## src/rtl/alu_arbiter_pkg.sv

```systemverilog
// Shared types for alu_arbiter: ALU opcodes and the arbiter FSM states.
package alu_arbiter_pkg;

  typedef enum logic [1:0] {
    OP_ADD = 2'd0,
    OP_SUB = 2'd1,
    OP_INV = 2'd2,
    OP_CMP = 2'd3
  } op_e;

  typedef enum logic [1:0] {
    IDLE = 2'd0,
    EXEC = 2'd1,
    RESP = 2'd2
  } state_e;

endpackage

```

## src/rtl/alu_arbiter_add_sub_logic.sv

```systemverilog
// Combinational ALU shared by both arbiter requesters; add/sub wrap modulo 2^WIDTH.
module add_sub_logic
  import alu_arbiter_pkg::*;
#(
  parameter int unsigned WIDTH = 16
) (
  input  op_e              op,
  input  logic [WIDTH-1:0] a,
  input  logic [WIDTH-1:0] b,
  output logic [WIDTH-1:0] r
);

  always_comb begin
    r = '0;
    case (op)
      OP_ADD:  r = a + b;
      OP_SUB:  r = a - b;
      OP_INV:  r = ~b;
      OP_CMP:  r[0] = (b < a);
      default: r = '0;
    endcase
  end

endmodule

```

## src/rtl/alu_arbiter.sv

```systemverilog
// Two-requester arbiter in front of one shared ALU (IDLE -> EXEC -> RESP).
// Define ALU_ARBITER_RR_EN for round-robin tie-break; otherwise requester 0 wins ties.
module alu_arbiter
  import alu_arbiter_pkg::*;
#(
  parameter int unsigned WIDTH = 16
) (
  input  logic             clk,
  input  logic             rst_n,
  input  logic             req0_valid,
  output logic             req0_ready,
  input  logic [1:0]       req0_op,
  input  logic [WIDTH-1:0] req0_a,
  input  logic [WIDTH-1:0] req0_b,
  input  logic             req1_valid,
  output logic             req1_ready,
  input  logic [1:0]       req1_op,
  input  logic [WIDTH-1:0] req1_a,
  input  logic [WIDTH-1:0] req1_b,
  output logic             rsp_valid,
  input  logic             rsp_ready,
  output logic [WIDTH-1:0] rsp_r,
  output logic             rsp_id,
  output logic             busy
);

  state_e           state, state_nxt;
  logic             armed;
  op_e              op_q;
  logic [WIDTH-1:0] a_q, b_q;
  logic             id_q;
  logic [WIDTH-1:0] r_q;
  logic [WIDTH-1:0] alu_r;
  logic             grant;
  logic             accept;
`ifdef ALU_ARBITER_RR_EN
  logic             last_grant;
`endif

  add_sub_logic #(.WIDTH(WIDTH)) u_alu (
    .op (op_q),
    .a  (a_q),
    .b  (b_q),
    .r  (alu_r)
  );

  // Lone requester always wins; a tie goes to the policy selected at build time.
  always_comb begin
    grant = 1'b0;
    if (req1_valid && !req0_valid) begin
      grant = 1'b1;
    end else if (req1_valid && req0_valid) begin
`ifdef ALU_ARBITER_RR_EN
      grant = ~last_grant;
`else
      grant = 1'b0;
`endif
    end
  end

  // armed stays low for the first edge after reset release, so nothing is accepted there.
  always_ff @(posedge clk or negedge rst_n) begin
    if (!rst_n) begin
      state <= IDLE;
      armed <= 1'b0;
      op_q  <= OP_ADD;
      a_q   <= '0;
      b_q   <= '0;
      id_q  <= 1'b0;
      r_q   <= '0;
`ifdef ALU_ARBITER_RR_EN
      last_grant <= 1'b1;
`endif
    end else begin
      state <= state_nxt;
      armed <= 1'b1;
      if (accept) begin
        op_q <= grant ? op_e'(req1_op) : op_e'(req0_op);
        a_q  <= grant ? req1_a : req0_a;
        b_q  <= grant ? req1_b : req0_b;
        id_q <= grant;
`ifdef ALU_ARBITER_RR_EN
        last_grant <= grant;
`endif
      end
      if (state == EXEC) begin
        r_q <= alu_r;
      end
    end
  end

  always_comb begin
    state_nxt = state;
    case (state)
      IDLE:    if (accept) state_nxt = EXEC;
      EXEC:    state_nxt = RESP;
      RESP:    if (rsp_ready) state_nxt = IDLE;
      default: state_nxt = IDLE;
    endcase
  end

  always_comb begin
    req0_ready = (state == IDLE) && armed && req0_valid && !grant;
    req1_ready = (state == IDLE) && armed && req1_valid && grant;
    accept     = req0_ready || req1_ready;
    rsp_valid  = (state == RESP);
    busy       = (state != IDLE);
    rsp_r      = r_q;
    rsp_id     = id_q;
  end

endmodule
```

## config.mk

```make
export PLATFORM = sky130hd
export DESIGN_NAME = alu_arbiter
export DESIGN_NICKNAME = d
export VERILOG_FILES = /design/src/rtl/alu_arbiter_pkg.sv /design/src/rtl/alu_arbiter_add_sub_logic.sv /design/src/rtl/alu_arbiter.sv
export SDC_FILE = /design/constraint.sdc
export NUM_CORES = 1
export LEC_CHECK = 0
export ABC_AREA = 1
export CAP_MARGIN = 25
export CORE_ASPECT_RATIO = 1.75
export CORE_MARGIN = 1.5
export CORE_UTILIZATION = 30
export DETAILED_ROUTE_END_ITERATION = 7
export GPL_TIMING_DRIVEN = 0
export SLEW_MARGIN = 5
export SYNTH_ARGS = -nofsm -noshare
export SYNTH_HDL_FRONTEND = slang
export SYNTH_HIERARCHICAL = 1
export SYNTH_SLANG_ARGS = --single-unit
```

## constraint.sdc

```tcl
create_clock -name clk -period 2 [get_ports clk]
set_input_delay 0.4 -clock clk [delete_from_list [all_inputs] [get_ports clk]]
set_output_delay 0.4 -clock clk [all_outputs]
set_load 0.02 [all_outputs]
```

==> run summary, run 1 <==
Area Growth Syn to Fin: 41.6%
largest area contributor in the synthesized netlist: dfrtp_1
clk root buf: clkbuf_16
synthesized instance count: 786
Seq/Total Area, Yosys: 0.271
final setup vio count: 1
post-route setup slack: -0.0277 ns
Slowest cell on crit path: dfrtp_2
Hold-fix buffers, CTS: 0
initial antenna violation count: 0
largest family of logic cells by synthesized area: simple AND/OR/NAND/NOR gates
number of global-route vias before repair: 5113
Synth warnings: 6
Internal: 0.00539 W
crit path launch type: flop
Clock Power Share: 0.079
largest net degree at the start of global routing: 37
clock buffer depth: 2
top cell type's share of synthesized area: 0.271
vias per cell: 4.57
Routed WL per cell: 15.0 um
1st-iter DRT viols: 224
Core Region: 16400 sq um
worst slew pin tran: 0.580 ns
area occupied by multi-input gates: 3450 sq um
TritonCTS clock tree: done
Cells after DPL: 1104
antenna cells: 0
clk_lat worst skew: 0.30 ns
Clock Pin Slew Worst Setup and Hold Paths: 0.08 ns
Starting Density: 0.304
final hold vios: 0
Pre-Repair DR Iteration Count: 6
grt total ovfl: 0
Post-Synth Adder-Cell Area: 0.0859
Reg area: 1360 sq um
Max Cap Viol: 0
ratio of cells with drive above 1 in the final layout: 0.249
main flop type after synthesis: dfrtp_1
WL final: 17100 um
Clock Skews: 0.00883 ns
Switching Fraction: 0.529
Crit Path Max Fanout: 10
row cnt: 62
CP Cell Sequence: inv_2, ha_4, buf_6, nand2_2, nand2_1, a21oi_2, nand2_2, a21oi_2, o21ai_1, o211ai_1, nand3_1, nand2_1
port bufs: 93
Synth Register Bits: 54
Cell Area, Synth: 4980 sq um
critical path endpoint category: flop
clk sink count: 54
Die Width: 100 um
syn_area_per_cell: 6.34 sq um
Placer Congestion: 0.986
post-synthesis compound-gate area fraction: 0.0646
TritonCTS Buffers: 5
nets: 1023
first-pass GRT wire length: 26400 um
die footprint: 17400 sq um
Vias: 5214
critical path class: flop to flop
simple-gate share of the synthesized area: 0.451
Comb power frac: 0.743
status: complete, but fails checks
Fill cells: 1759
H-tree depth: 2
post-route core utilization: 0.431
fin crit share: 1.01
register share of total power: 0.177
Tmin final: 2.03 ns
VDD IR max: 0.000594 V
number of synthesized flops with an enable pin: 0
I/O Pins: 94
DRC: 0
HP Class: primary input to async pin
WP data required: 2.25 ns
RSZ-0062 raised after global routing: true
global-route usage over all layers: 0.199
Max Clk Rate: 493 MHz
max incr delay on CP: 0.46 ns
Worst Hold Slack: 0.0442 ns
syn nets: 892
Pleak: 3.66 nW
failing checks: setup timing
HPWL Detailed: 13400 um
Layout Cells excl Fill: 1142
PwrDens: 1620 nW/um^2
largest cells by area after synthesis: dfrtp_1 (27%), nand2_1 (26%), nand3_1 (9.6%)
library cells used by synthesis: 37
Sw Pwr: 0.00607 W
ANT nets after route: 0
Slew Viols, Final: 0
Die Height: 173 um
mux cell area share after synthesis: 0
ys async rst share: 1.00
Post-Synth XOR/XNOR Area: 0.00176
Worst EP arrival: 2.27 ns
slew margin rel.: 0.613
==> area by class of cell <==
type	instances	area share
Clock inverter	3	0.00372
Multi-Input combinational cell	599	0.489
Buffer	28	0.0317
Timing Repair Buffer	128	0.171
Inverter	101	0.0541
Tap cell	224	0.0397
Sequential cell	54	0.193
Clock buffer	5	0.0177
==> synthesized netlist by cell type (2+ instances only) <==
library cell	count
nand2_4	3
nor2_2	5
inv_1	90
inv_2	11
nor3_1	2
nor2_4	3
o221ai_1	4
o21ai_0	10
o21bai_1	2
and2_1	2
nand3_1	96
a21oi_1	22
nand2_2	19
ha_1	31
nand4_1	6
fa_1	2
o211ai_1	2
a21oi_2	5
nand2_1	342
buf_6	13
nand3_2	5
buf_2	15
clkbuf_1	3
nor2_1	25
nor3_2	2
a21oi_4	2
dfrtp_1	54
==> sequential cells by signal, summed over array words and instances, names as in the netlist <==
name,count
armed,1
rsp_r,16
rsp_id,1
op_q,2
state,2
a_q,16
b_q,16
==> power groups by stage <==
stage / Combinational, W / Sequential [W] / Clock (W)
finish: 0.00852 / 0.00203 / 0.000910
global route: 0.00929 / 0.00209 / 0.000962
CTS: 0.00736 / 0.00200 / 0.000924
detailed placement: 0.00680 / 0.00203 / 0
global placement: 0.00673 / 0.00201 / 0
floorplan: 0.00464 / 0.00202 / 0
==> path summary, 6_finish.rpt <==
kind                       cells past startpoint     start       end  slack, ns
setup / recovery                              12    b_q[3]  rsp_r[6]      -0.03
hold / removal                                 1     rst_n  rsp_r[5]       0.04
setup reg to reg                              12    b_q[3]  rsp_r[6]      -0.03
hold reg to reg                                2  rsp_r[7]  rsp_r[7]       0.48
max in group asynchronous                      2     rst_n    b_q[1]       1.38
min in group clk                               2  rsp_r[7]  rsp_r[7]       0.48
==> logic make-up (layout without fill, tap and decap cells) <==
group / count (synthesis) / after routing
fa+ha+maj: 33 / 33
buf+inv: 133 / 265
other cells: 1 / 1
simple gates: 514 / 514
compound gates: 50 / 50
flops: 54 / 54
xor+xnor: 1 / 1
==> per-layer routing <==
metal,share of wire,wire [um],GRT usage
met1,0.34,5850,0.192
met2,0.55,9450,0.379
met3,0.022,371,0.0185
met4,0.084,1440,0.147
met5,0,0,0
==> worst max-delay path: cells and delay by family (launching register included) <==
kind / cells / cell delay, ns
adders and majority gates: 1 / 0.20
and+or+nand+nor: 5 / 0.50
DFF: 1 / 0.46
buffers and inverters: 2 / 0.22
AOI/OAI and AO/OA: 4 / 0.58
==> placed cells by master, fill, tap and decap left out, types with 19 or more instances in the layout <==
master             n
buf_4             34
clkdlybuf4s50_1   87
dfrtp_1           46
inv_1             78
inv_2             22
nand2_1          311
nand2_2           45
nand3_1           80
nor2_1            19
==> metrics by stage <==
| step | power [W] | setup TNS, ns | cell area [sq um] | setup WS (ns) |
|---|---|---|---|---|
| 2_1_floorplan | 0.00665 | 0 | 4980 | 0.160 |
| 3_3_place_gp | 0.00874 | -66.46 | 6190 | -1.17 |
| 3_5_place_dp | 0.00883 | -4.41 | 6210 | -0.854 |
| 4_1_cts | 0.0103 | -0.0640 | 6590 | -0.0633 |
| 5_1_grt | 0.0123 | -0.875 | 7060 | -0.123 |
| 6_report | 0.0115 | -0.0277 | 7060 | -0.0277 |
==> timing repair <==
item	CTS	global route
pin swaps	12	52
hold endpoints to repair	0	0
gates resized for setup	47	95
setup buffers	17	17
endpoints found under the setup margin	17	17
Note: power is estimated with default switching activity, not from simulation.
==> inputs of run 2 (changes only) <==
- SETUP_SLACK_MARGIN: unset -> 0.05
- clock period: 2 -> 1.75 ns (I/O delays scaled with it)
==> run summary, run 2 (synthesis gave the netlist of run 1 again) <==
port bufs: 93
HP Class: flop to flop
Switching Fraction: 0.526
Reg area: 1360 sq um
Die Width: 100 um
final setup vio count: 16
Crit Path Max Fanout: 3
critical path class: flop to flop
Tot Pwr: 0.0137 W
Tmin final: 2.04 ns
VDD IR max: 0.000700 V
post-route setup slack: -0.291 ns
Routed WL per cell: 15.2 um
vias per cell: 4.59
Pre-Repair DR Iteration Count: 5
Most Frequent Cell on Critical Path: nand3_2
area occupied by multi-input gates: 3550 sq um
worst slew pin tran: 0.532 ns
Clock Skews: 0.0117 ns
clock buffer depth: 2
slew margin rel.: 0.645
max incr delay on CP: 0.40 ns
Starting Density: 0.304
Max Clk Rate: 490 MHz
Vias: 5310
crit path launch type: flop
Worst EP arrival: 2.25 ns
Clock Pin Slew Worst Setup and Hold Paths: 0.08 ns
clk_lat worst skew: 0.31 ns
Layout Cells excl Fill: 1156
Fill cells: 1696
Slew Viols, Final: 0
CP Cell Sequence: inv_1, ha_2, fa_2, inv_2, nand3_1, nand3_2, a21oi_2, or2_0, nand3_1, nand3_2, nand3_2, nand2_1
Finished Cell Area: 7270 sq um
H-tree depth: 2
most common cell after layout, fill and taps aside: nand2_1
Core Region: 16400 sq um
HPWL Detailed: 13300 um
TritonCTS clock tree: done
number of global-route vias before repair: 5316
critical path endpoint category: flop
status: complete, but fails checks
register share of total power: 0.170
DP Area: 6230 sq um
largest net degree at the start of global routing: 38
clk sink count: 54
Die Height: 173 um
1st-iter DRT viols: 198
I/O Pins: 94
ratio of cells with drive above 1 in the final layout: 0.281
CP bufs+invs: 2
Internal: 0.00651 W
TritonCTS Buffers: 5
Pleak: 3.77 nW
row cnt: 62
antenna cells: 0
Comb power frac: 0.753
global-route usage over all layers: 0.205
WL final: 17600 um
initial antenna violation count: 0
Setup TNS: -2.48 ns
Cells after DPL: 1104
die footprint: 17400 sq um
fin crit share: 1.17
cell family with most CP delay: simple AND/OR/NAND/NOR gates
clk root buf: clkbuf_16
final hold vios: 0
grt total ovfl: 0
failing checks: setup timing
DRC: 0
Placer Congestion: 0.923
Slowest cell on crit path: dfrtp_1
Area Growth Syn to Fin: 46.0%
WP data required: 1.96 ns
PwrDens: 1890 nW/um^2
first-pass GRT wire length: 27200 um
Max Cap Viol: 0
Clock Power Share: 0.077
RSZ-0062 raised after global routing: true
ANT nets after route: 0
most frequent cells in the layout: nand2_1 (310), clkdlybuf4s50_1 (86), inv_1 (77)
Sw Pwr: 0.00721 W
nets: 1037
==> run 2: cell count changes in the layout (fill, tap and decap cells not counted), moves of 3 or more <==
cell     change
nand2_4      +3
a21oi_2      +3
buf_4       +10
inv_4        +3
nand3_2      +5
nand3_1      -5
a21oi_1      -3
buf_6        +5
==> run 2: worst min-delay path, cell delays in order (launching register included) <==
cell and delay [ns]:
dfrtp_1 0.35, nand2_1 0.05, nand2_1 0.04
==> run 2: final cells by class <==
class / instances / area share
multi-input cells: 599 / 0.489
plain buffers: 26 / 0.0267
clock buffers: 5 / 0.0172
well taps: 224 / 0.0385
clock inverters: 3 / 0.00361
inverters: 101 / 0.0535
repair buffers: 144 / 0.184
flip-flops and latches: 54 / 0.188
==> run 2: what timing repair did <==
action	4_1_cts	5_1_grt
hold buffers	1	0
hold endpoints to repair	17	0
gates resized for setup	112	65
endpoints found under the setup margin	20	20
buffers inserted	35	13
gates cloned	0	1
pin swaps	41	43
==> run 2: through the flow <==
stage	worst slack (ns)	hold WS, ns	utilization
floorplan	-0.0175	0.0544	-
global placement	-1.34	0.457	0.380
detailed placement	-1.02	0.315	0.381
CTS	-0.225	0.482	0.427
global route	-0.365	0.503	0.444
finish	-0.291	0.480	0.444
==> run 2: worst paths after layout <==
path / startpoint / endpoint / slack, ns / cells past startpoint
max in group asynchronous: rst_n / a_q[6] / 0.66 / 3
min in group asynchronous: rst_n / rsp_r[7] / 0.51 / 2
min reg2reg: rsp_r[9] / rsp_r[9] / 0.48 / 2
max: a_q[0] / rsp_r[8] / -0.29 / 12
max reg2reg: a_q[0] / rsp_r[8] / -0.29 / 12
min: rsp_r[9] / rsp_r[9] / 0.48 / 2
==> run 2: power by group through the flow <==
| stage | logic (W) | registers, W | clock network, W |
|---|---|---|---|
| 2_1_floorplan | 0.00535 | 0.00231 | 0 |
| 3_3_place_gp | 0.00773 | 0.00230 | 0 |
| 3_5_place_dp | 0.00780 | 0.00231 | 0 |
| 4_1_cts | 0.00939 | 0.00231 | 0.00109 |
| 5_1_grt | 0.0112 | 0.00239 | 0.00112 |
| 6_report | 0.0103 | 0.00233 | 0.00105 |
==> run 2: metal layers <==
layer,track usage,vias to the layer above,wire [um]
met5,0,-,0
met4,0.188,0,1810
met3,0.0157,60,433
met2,0.380,136,9440
met1,0.192,2380,5890
li1,-,2734,-
==> inputs of run 3 (changes only) <==
==> constraint.sdc (replaced) <==
create_clock -name clk -period 1.75 [get_ports clk]
set_input_delay 0.2625 -clock clk [delete_from_list [all_inputs] [get_ports clk]]
set_output_delay 0.2625 -clock clk [all_outputs]
set_load 0.02 [all_outputs]
==> run summary, run 3 (synthesis gave the netlist of run 1 again) <==
status: complete, but fails checks
failing checks: setup timing
HPWL Detailed: 13300 um
H-tree depth: 2
clk_lat worst skew: 0.31 ns
nets: 1037
post-route core utilization: 0.444
DP Area: 6230 sq um
WL final: 17500 um
post-route setup slack: -0.284 ns
Layout Cells excl Fill: 1156
critical path class: flop to flop
cell family with most CP delay: simple AND/OR/NAND/NOR gates
Crit Path Max Fanout: 3
worst slew pin tran: 0.540 ns
crit path launch type: flop
Clock Skews: 0.00938 ns
clk sink count: 54
met1 WL: 5800 um
most frequent cells in the layout: nand2_1 (311), clkdlybuf4s50_1 (87), inv_1 (77)
CP Cell Sequence: inv_1, ha_2, fa_2, inv_2, nand3_1, nand3_2, a21oi_2, or2_0, nand3_1, nand3_2, nand3_2, nand2_1
TritonCTS Buffers: 5
fin crit share: 1.16
port bufs: 93
Routed WL per cell: 15.1 um
slew margin rel.: 0.640
Max Cap Viol: 0
Core Region: 16400 sq um
Finished Cell Area: 7270 sq um
grt total ovfl: 0
Tmin final: 2.03 ns
Internal: 0.00649 W
ratio of cells with drive above 1 in the final layout: 0.279
RSZ-0062 raised after global routing: true
Area Growth Syn to Fin: 45.9%
Max Clk Rate: 492 MHz
1st-iter DRT viols: 173
Cells after DPL: 1104
Pleak: 3.76 nW
final hold vios: 0
Slowest cell on crit path: dfrtp_1
HP Class: primary input to async pin
register share of total power: 0.170
CP bufs+invs: 2
max layer used: met4
Clock Power Share: 0.077
critical path endpoint category: flop
I/O Pins: 94
Die Width: 100 um
Worst EP arrival: 2.24 ns
most common cell after layout, fill and taps aside: nand2_1
vias per cell: 4.59
Sw Pwr: 0.00719 W
Setup TNS: -2.45 ns
Pre-Repair DR Iteration Count: 5
clk root buf: clkbuf_16
Placer Congestion: 0.923
PwrDens: 1880 nW/um^2
met3 routed WL: 397 um
row cnt: 62
met2 wire len: 9490 um
number of global-route vias before repair: 5308
Die Height: 173 um
global-route usage over all layers: 0.204
Most Frequent Cell on Critical Path: nand3_2
Vias: 5311
Slew Viols, Final: 0
VDD IR max: 0.000703 V
clock buffer depth: 2
TritonCTS clock tree: done
Switching Fraction: 0.526
largest net degree at the start of global routing: 38
initial antenna violation count: 0
Comb power frac: 0.753
first-pass GRT wire length: 27100 um
final setup vio count: 14
ANT nets after route: 0
die footprint: 17400 sq um
WP data required: 1.96 ns
antenna cells: 0
DRC: 0
Starting Density: 0.304
Clock Pin Slew Worst Setup and Hold Paths: 0.08 ns
max incr delay on CP: 0.40 ns
==> run 3: cell types whose count changed in the layout (fill, tap and decap cells not counted), sizes merged <==
cell | before | now
clkbuf | 10 | 9
clkdlybuf4s50 | 86 | 87
==> run 3: layout make-up <==
class	count	area, sq um
plain buffers	27	205
multi-input cells	599	3550
well taps	224	280
clock buffers	5	125
clock inverters	3	26.3
inverters	101	389
fillers	1694	9100
flip-flops and latches	54	1360
repair buffers	143	1330
==> run 3: power groups by stage <==
stage | sequential [W] | clock, W | combinational (W)
CTS | 0.00231 | 0.00109 | 0.00938
finish | 0.00233 | 0.00105 | 0.0103
floorplan | 0.00231 | 0 | 0.00535
global route | 0.00239 | 0.00112 | 0.0112
global placement | 0.00230 | 0 | 0.00773
detailed placement | 0.00231 | 0 | 0.00780
==> run 3: path summary, 6_finish.rpt <==
check                         start       end  slack [ns]  cells after the start
setup / recovery             a_q[0]  rsp_r[8]       -0.28                     12
min in group clk           rsp_r[9]  rsp_r[9]        0.48                      2
hold reg to reg            rsp_r[9]  rsp_r[9]        0.48                      2
hold / removal                rst_n  rsp_r[7]        0.43                      2
setup reg to reg             a_q[0]  rsp_r[8]       -0.28                     12
max in group asynchronous     rst_n    a_q[6]        0.74                      3
==> run 3: per-stage QoR <==
stage | hold WS [ns] | worst slack (ns) | total power (W)
after floorplan | -0.0331 | -0.0175 | 0.00766
after global placement | 0.457 | -1.25 | 0.0100
after detailed placement | 0.227 | -0.845 | 0.0101
after CTS | 0.438 | -0.225 | 0.0128
after global routing | 0.468 | -0.364 | 0.0147
final | 0.427 | -0.284 | 0.0137
==> run 3: per-layer routing <==
metal	vias to the layer above	GRT usage
met2	138	0.381
met1	2381	0.189
li1	2733	-
met3	59	0.0157
met4	0	0.188
met5	-	0
==> run 3: timing repair <==
item / in CTS / in global routing
hold buffers: 1 / 0
setup buffers: 33 / 15
gates resized for setup: 111 / 59
endpoints found under the hold margin: 17 / 0
pin swaps: 42 / 42
endpoints found under the setup margin: 20 / 19
